$ cat src/rtl/mac_result_buf.sv
// Result byte FIFO between the systolic MAC and the output pins, popped by a slow host pin.
// Optional debug peek port enabled by defining RESULT_BUF_DBG_EN.
module mac_result_buf #(
    parameter int W      = 8,
    parameter int DEPTH  = 4,
    parameter int ADDR_W = 2
) (
    input  logic              clk,
    input  logic              rst_n,
    input  logic              ena,
    input  logic              clr_i,
    input  logic              result_v_i,
    input  logic [W-1:0]      result_i,
    input  logic              rd_req_i,
    output logic              out_v_o,
    output logic [W-1:0]      out_o,
    output logic              full_o,
    output logic              ovf_o,
    output logic [ADDR_W:0]   level_o
`ifdef RESULT_BUF_DBG_EN
    ,
    input  logic [ADDR_W-1:0] dbg_addr_i,
    output logic [W-1:0]      dbg_data_o
`endif
);

    localparam logic [ADDR_W:0] LEVEL_FULL = (ADDR_W+1)'(DEPTH);

    logic [W-1:0]      mem [DEPTH];
    logic [ADDR_W-1:0] wr_ptr;
    logic [ADDR_W-1:0] rd_ptr;
    logic [ADDR_W:0]   level;
    logic              ovf;
    logic              sync1;
    logic              sync2;
    logic              sync3;

    logic pop_req;
    logic push;
    logic pop;
    logic empty;
    logic full;
    logic do_write;
    logic ovf_set;

    assign empty    = (level == '0);
    assign full     = (level == LEVEL_FULL);
    assign pop_req  = sync2 & ~sync3;
    assign push     = ena & result_v_i;
    assign pop      = ena & pop_req & ~empty;
    // A pop in the same cycle frees the slot, so a push into a full FIFO still lands.
    assign do_write = push & (~full | pop);
    assign ovf_set  = push & full & ~pop;

    // Pin synchronizer plus edge-detect flop; frozen with ena, untouched by clr_i.
    always_ff @(posedge clk or negedge rst_n) begin
        if (!rst_n) begin
            sync1 <= 1'b0;
            sync2 <= 1'b0;
            sync3 <= 1'b0;
        end else if (ena) begin
            sync1 <= rd_req_i;
            sync2 <= sync1;
            sync3 <= sync2;
        end
    end

    always_ff @(posedge clk or negedge rst_n) begin
        if (!rst_n) begin
            wr_ptr <= '0;
            rd_ptr <= '0;
            level  <= '0;
            ovf    <= 1'b0;
        end else if (clr_i) begin
            wr_ptr <= '0;
            rd_ptr <= '0;
            level  <= '0;
            ovf    <= 1'b0;
        end else begin
            if (do_write) begin
                wr_ptr <= wr_ptr + ADDR_W'(1);
            end
            if (pop) begin
                rd_ptr <= rd_ptr + ADDR_W'(1);
            end
            case ({do_write, pop})
                2'b10:   level <= level + (ADDR_W+1)'(1);
                2'b01:   level <= level - (ADDR_W+1)'(1);
                default: level <= level;
            endcase
            if (ovf_set) begin
                ovf <= 1'b1;
            end
        end
    end

    // Storage survives clr_i; only a reset wipes it.
    always_ff @(posedge clk or negedge rst_n) begin
        if (!rst_n) begin
            for (int i = 0; i < DEPTH; i++) begin
                mem[i] <= '0;
            end
        end else if (!clr_i && do_write) begin
            mem[wr_ptr] <= result_i;
        end
    end

    assign out_v_o = ~empty;
    assign out_o   = mem[rd_ptr];
    assign full_o  = full;
    assign ovf_o   = ovf;
    assign level_o = level;

`ifdef RESULT_BUF_DBG_EN
    logic [ADDR_W-1:0] peek_idx;
    logic              peek_hit;

    assign peek_idx   = rd_ptr + dbg_addr_i;
    assign peek_hit   = ({1'b0, dbg_addr_i} < level);
    assign dbg_data_o = peek_hit ? mem[peek_idx] : {ovf, full, (W-2)'(level)};
`endif

endmodule

$ cat config.mk
export PLATFORM = sky130hd
export DESIGN_NAME = mac_result_buf
export DESIGN_NICKNAME = d
export VERILOG_FILES = /design/src/rtl/mac_result_buf.sv
export SDC_FILE = /design/constraint.sdc
export NUM_CORES = 1
export LEC_CHECK = 0
export CORE_ASPECT_RATIO = 1.1
export CORE_MARGIN = 2
export CORE_UTILIZATION = 29
export DETAILED_ROUTE_END_ITERATION = 8
export PLACE_DENSITY = 0.5
export SYNTH_ARGS = -nofsm -noshare
export SYNTH_HDL_FRONTEND = slang
export SYNTH_SLANG_ARGS = --single-unit
$ cat constraint.sdc
create_clock -name clk -period 5.48 [get_ports clk]
set_clock_uncertainty 0.1 [all_clocks]
set_input_delay 0.548 -clock clk [delete_from_list [all_inputs] [get_ports clk]]
set_output_delay 0.548 -clock clk [all_outputs]
set_load 0.05 [all_outputs]
==> flow_metrics.py, run 1 <==
metrics = {
    "synth": {
        "synth_area_um2": 2096,
        "synth_top_area_frac": 0.5134,
        "avgSynthCellArea_um2": 14.66,
        "synth_top_area_cell": "dfrtp_1",
        "ys_types": 31,
        "synthFlopType": "dfrtp_1",
        "synthAdderAreaFrac": 0.03343,
        "synthSimpleGateAreaFrac": 0.09970,
        "synth_seq_cells": 43,
        "synth-edff-count": 0,
        "yosysWarnings": 0,
        "yosysSeqAreaShare": 0.5134,
        "async_flop_share": 1.000,
        "ys_top_cells_by_area": "dfrtp_1, mux2_2, mux4_2",
        "synth_compound_area_frac": 0.03164,
        "synth-xor-area-share": 0.01254,
        "synthMuxAreaShare": 0.2925,
        "synth_top_family_by_area": "multiplexers",
        "synth_fp_nets": 162,
        "syn_inst": 143,
    },
    "run_status": {
        "outcome": "finished, final reports clean",
    },
    "global_route": {
        "grt_pass1_wl_um": 7286,
        "antenna_found_initial": 0,
        "grt_usage": 0.1181,
        "overflow": 0,
        "grt_max_degree": 44,
        "grt_pass1_vias": 1440,
    },
    "sta": {
        "tightest_slew_ps": 976.8,
        "hold_viol_final": 0,
        "period_share": 0.5577,
        "grt_setup_unrepaired": "false",
        "drv_slew": 0,
        "min_period_ps": 3056,
        "setup_violations": 0,
        "setup_ws_ps": 2424,
        "max_freq_mhz": 327.2,
        "slew-limit-headroom": 0.3488,
        "timing.setup.tns_ps": 0,
    },
    "pwr": {
        "leakage_nw": 1.076,
        "powerDensity_nw_per_um2": 332.0,
        "peakVddDrop_uv": 127.8,
    },
    "layout": {
        "final_common_cell": "dfrtp_1",
        "mostFrequentLayoutCells": "dfrtp_1, mux2_2, clkdlybuf4s50_1",
        "layout-drive-gt1-share": 0.3410,
        "syn2layout_area_growth_pct": 21.19,
        "n_antenna_cell": 0,
        "nets": 191,
    },
    "setup_path": {
        "critPathKind": "reg2out",
        "path_delay_family": "flip-flops",
        "crit_chain": "mux4_2 > clkdlybuf4s50_1",
        "cp_num_buf_inv": 1,
        "crit_fanout": 10,
        "crit_path_start_kind": "flip-flop",
        "arrival_ps": 2410,
        "crit_slowest_cell": "dfrtp_1",
        "slowest_delay_ps": 790,
        "cp-end-kind": "primary output",
        "crit_required_ps": 4830,
    },
    "floorplan": {
        "fp.dieArea_um2": 7924,
        "die_h_um": 93.16,
        "fp-row-count": 32,
        "die_w_um": 85.06,
        "core-area_um2": 7007,
        "pin_count": 28,
        "initial_core_util": 0.2991,
    },
    "hold_path": {
        "hp-class": "in2async",
    },
    "drt": {
        "drtIter0Drc": 17,
        "routed_wl_um": 4373,
        "antenna_left": 0,
        "firstDrtPassIters": 4,
        "drt-wirelength-per-cell_um": 16.95,
        "drc": 0,
        "vias": 1252,
        "viasPerCell": 4.853,
    },
    "clock_tree": {
        "cts_max_level": 2,
        "clock-root-buffer": "clkbuf_8",
        "clock-sinks": 43,
        "cts_buffers": 5,
        "cts_resized": 0,
        "cts.repair_timing.setup_buffer_count": 0,
        "clock_path_buffers": 2,
        "cts_tree": "built",
        "postCtsHoldBufs": 0,
        "insertion_delay_ps": 300,
        "clkTransAtPathRegs_ps": 90,
    },
    "placed_design": {
        "dp_slack_ps": 2355,
        "io_buffers": 27,
        "hpwl_um": 3083,
        "routabilityCongestion": 0.8478,
    },
    "job": {
        "cap_violations": 0,
    },
}
-- registers in the layout, summed over array words and instances, names as in the netlist --
name     flops
mem         32
level_o      3
rd_ptr       2
wr_ptr       2
ovf_o        1
sync1        1
sync2        1
sync3        1
-- metal layers --
layer,vias to the layer above,share of wire,track usage,wire [um]
met5,-,0,0,0
li1,574,-,-,-
met1,645,0.42,0.1415,1843
met2,29,0.53,0.2109,2334
met3,4,0.038,0.03089,168
met4,0,0.0062,0.02778,27
-- through the flow --
step           area (um2)  hold slack, ps  instances  total power [mW]    util
2_1_floorplan        2096           152.4        143            0.5630       -
3_3_place_gp         2447           384.1        250            0.6300  0.3493
3_5_place_dp         2447           392.5        250            0.6450  0.3493
4_1_cts              2540           340.1        258            0.8552  0.3625
5_1_grt              2540           390.4        258            0.8854  0.3625
6_report             2540           308.6        258            0.8432  0.3625
-- final cells by class --
class | count | area (um2)
clock buffers | 5 | 68.82
clock inverters | 3 | 23.77
fillers | 663 | 4467
inverters | 4 | 15.01
multi-input cells | 91 | 984.7
flip-flops and latches | 43 | 1076
well taps | 85 | 106.4
repair buffers | 27 | 265.3
-- synth_stat cells (all sizes together), types with 2 or more instances --
library cell,number
inv,4
a21oi,2
nor3b,4
dfrtp,43
mux2i,2
mux4,8
nand2b,3
nand3,2
xor2,2
nor2,9
nand2,3
clkbuf,2
nand4,2
nor3,2
buf,3
mux2,36
ha,4
-- path summary, 6_finish.rpt --
kind / cells after the start / to / start / slack [ps]
setup / recovery: 2 / out_o[4] / rd_ptr[0] / 2420
hold / removal: 1 / mem[25] / rst_n / 310
setup reg to reg: 7 / level_o[2] / level_o[0] / 2850
hold reg to reg: 1 / mem[10] / mem[10] / 410
max in group asynchronous: 1 / ovf_o / rst_n / 4360
min in group clk: 1 / mem[10] / mem[10] / 410
-- power by group --
group | internal (mW) | leakage (nW) | switching [mW]
clock | 0.0912 | 0.0408 | 0.116
combinational | 0.109 | 0.474 | 0.129
sequential | 0.366 | 0.561 | 0.0305
total | 0.567 | 1.08 | 0.276
-- logic make-up (layout without fill, tap and decap cells) --
family / count (synthesis) / count (layout)
buffers and inverters: 9 / 39
XOR/XNOR: 3 / 3
multiplexers: 46 / 46
adder cells (fa/ha/maj): 5 / 5
AND/OR/NAND/NOR: 30 / 30
AO/OA/AOI/OAI: 7 / 7
flip-flops: 43 / 43
No activity file was read; power rests on OpenSTA's default activity.
==> run 2: changes to the inputs <==
- clock period: 5.48 -> 3 ns (I/O delays scaled with it)
==> run 2 against run 1 <==
Net effect: cell area up 1.2%; sequential share of layout area is 0.49 points lower; combinational power is 84% higher; routed wire length decreased by 1.2%.
==> flow_metrics.py, run 2 (synthesized netlist as in run 1, its figures left out) <==
metrics = {
    "run_status": {
        "outcome": "finished, final reports clean",
    },
    "layout": {
        "top_register": "mem",
        "post-route-util": 0.3668,
        "mostFrequentLayoutCells": "dfrtp_1, mux2_2, clkdlybuf4s50_1",
        "largest_reg_flops": 32,
        "final_common_cell": "dfrtp_1",
        "layout-drive-gt1-share": 0.3539,
        "nets": 196,
        "syn2layout_area_growth_pct": 22.63,
        "n_antenna_cell": 0,
        "fillers": 658,
    },
    "pwr": {
        "powerDensity_nw_per_um2": 589.4,
        "p_int_mw": 1.035,
        "switching_share": 0.3166,
        "p_clk_frac": 0.236,
        "peakVddDrop_uv": 241.2,
        "leakage_nw": 1.102,
        "p_sw_mw": 0.4795,
        "power_frac_comb": 0.290,
        "finalPower_mw": 1.515,
        "seqPwrFrac": 0.475,
    },
    "hold_path": {
        "hp-class": "in2async",
    },
    "drt": {
        "vias": 1267,
        "drc": 0,
        "routed_wl_um": 4321,
        "drt-wirelength-per-cell_um": 16.43,
        "drtIter0Drc": 39,
        "firstDrtPassIters": 4,
        "viasPerCell": 4.817,
        "antenna_left": 0,
    },
    "global_route": {
        "antenna_found_initial": 0,
        "overflow": 0,
        "grt_pass1_wl_um": 7314,
        "grt_usage": 0.1217,
        "grt_pass1_vias": 1415,
        "grt_max_degree": 44,
    },
    "setup_path": {
        "crit_path_start_kind": "flip-flop",
        "crit_required_ps": 3050,
        "cp-end-kind": "flip-flop",
        "arrival_ps": 2580,
        "crit_fanout": 7,
        "critPathKind": "reg2reg",
    },
    "floorplan": {
        "fp.dieArea_um2": 7924,
        "die_w_um": 85.06,
        "initial_core_util": 0.2991,
        "die_h_um": 93.16,
        "core-area_um2": 7007,
        "pin_count": 28,
        "fp-row-count": 32,
    },
    "sta": {
        "timing.setup.tns_ps": 0,
        "holdWs_ps": 65.28,
        "drv_slew": 0,
        "grt_setup_unrepaired": "false",
        "slew-limit-headroom": 0.3487,
        "period_share": 0.8442,
        "max_freq_mhz": 394.8,
        "setup_violations": 0,
        "hold_viol_final": 0,
        "tightest_slew_ps": 976.9,
        "min_period_ps": 2533,
    },
    "clock_tree": {
        "postCtsHoldBufs": 0,
        "cts_max_level": 2,
        "clkTransAtPathRegs_ps": 80,
        "cts_resized": 0,
        "cts_tree": "built",
        "cts_buffers": 5,
        "insertion_delay_ps": 290,
        "cts.repair_timing.setup_buffer_count": 0,
        "clock-sinks": 43,
        "clock-root-buffer": "clkbuf_8",
        "clock_path_buffers": 2,
    },
    "placed_design": {
        "hpwl_um": 2969,
        "io_buffers": 27,
        "routabilityCongestion": 0.8436,
    },
    "job": {
        "cap_violations": 0,
    },
}
## run 2: cell types whose count changed in the layout (fill, tap and decap cells not counted), sizes merged
cell	change
clkinv	+1
clkbuf	+1
buf	+5
clkinvlp	-1
inv	-1
## run 2: metal layers
metal	wire (um)	global-route usage	part of all wire	vias up
li1	-	-	-	587
met1	1866	0.1496	0.43	635
met2	2200	0.2103	0.51	40
met3	202	0.03354	0.047	5
met4	51	0.03175	0.012	0
met5	0	0	0	-
## run 2: critical path, stage by stage (launching register included)
cell       delay, ps
dfrtp_1          470
or3_1            440
nand4_1          150
inv_1             60
fa_1             430
nor3_1           190
o21ai_0           90
a2111oi_0        450
## run 2: area by class of cell
| type | instances | area (um2) | area share |
|---|---|---|---|
| Multi-Input combinational cell | 91 | 984.7 | 0.3832 |
| Clock buffer | 6 | 72.57 | 0.02824 |
| Clock inverter | 2 | 12.51 | 0.004869 |
| Inverter | 4 | 15.01 | 0.005842 |
| Tap cell | 85 | 106.4 | 0.04138 |
| Timing Repair Buffer | 32 | 302.8 | 0.1178 |
| Sequential cell | 43 | 1076 | 0.4187 |
## run 2: path summary, 6_finish.rpt
kind / end / start / depth (start not counted) / slack, ps
min in group clk: mem[28] / mem[28] / 1 / 410
min reg2reg: mem[28] / mem[28] / 1 / 410
min: mem[24] / rst_n / 1 / 70
max in group asynchronous: mem[21] / rst_n / 1 / 2130
max reg2reg: level_o[2] / level_o[0] / 7 / 470
max: level_o[2] / level_o[0] / 7 / 470
## run 2: power by group through the flow
stage | Combinational [mW] | Sequential [mW] | Clock (mW)
after floorplan | 0.306 | 0.723 | 0
after global placement | 0.434 | 0.721 | 0
after detailed placement | 0.445 | 0.732 | 0
after CTS | 0.447 | 0.721 | 0.376
after global routing | 0.468 | 0.732 | 0.402
final | 0.439 | 0.719 | 0.357
## run 2: per-stage QoR
stage,setup WS [ps],cell area (um2),std cells
after floorplan,213.0,2096,143
after global placement,437.6,2485,255
after detailed placement,368.3,2485,255
after CTS,472.6,2570,263
after global routing,377.2,2570,263
final,467.3,2570,263
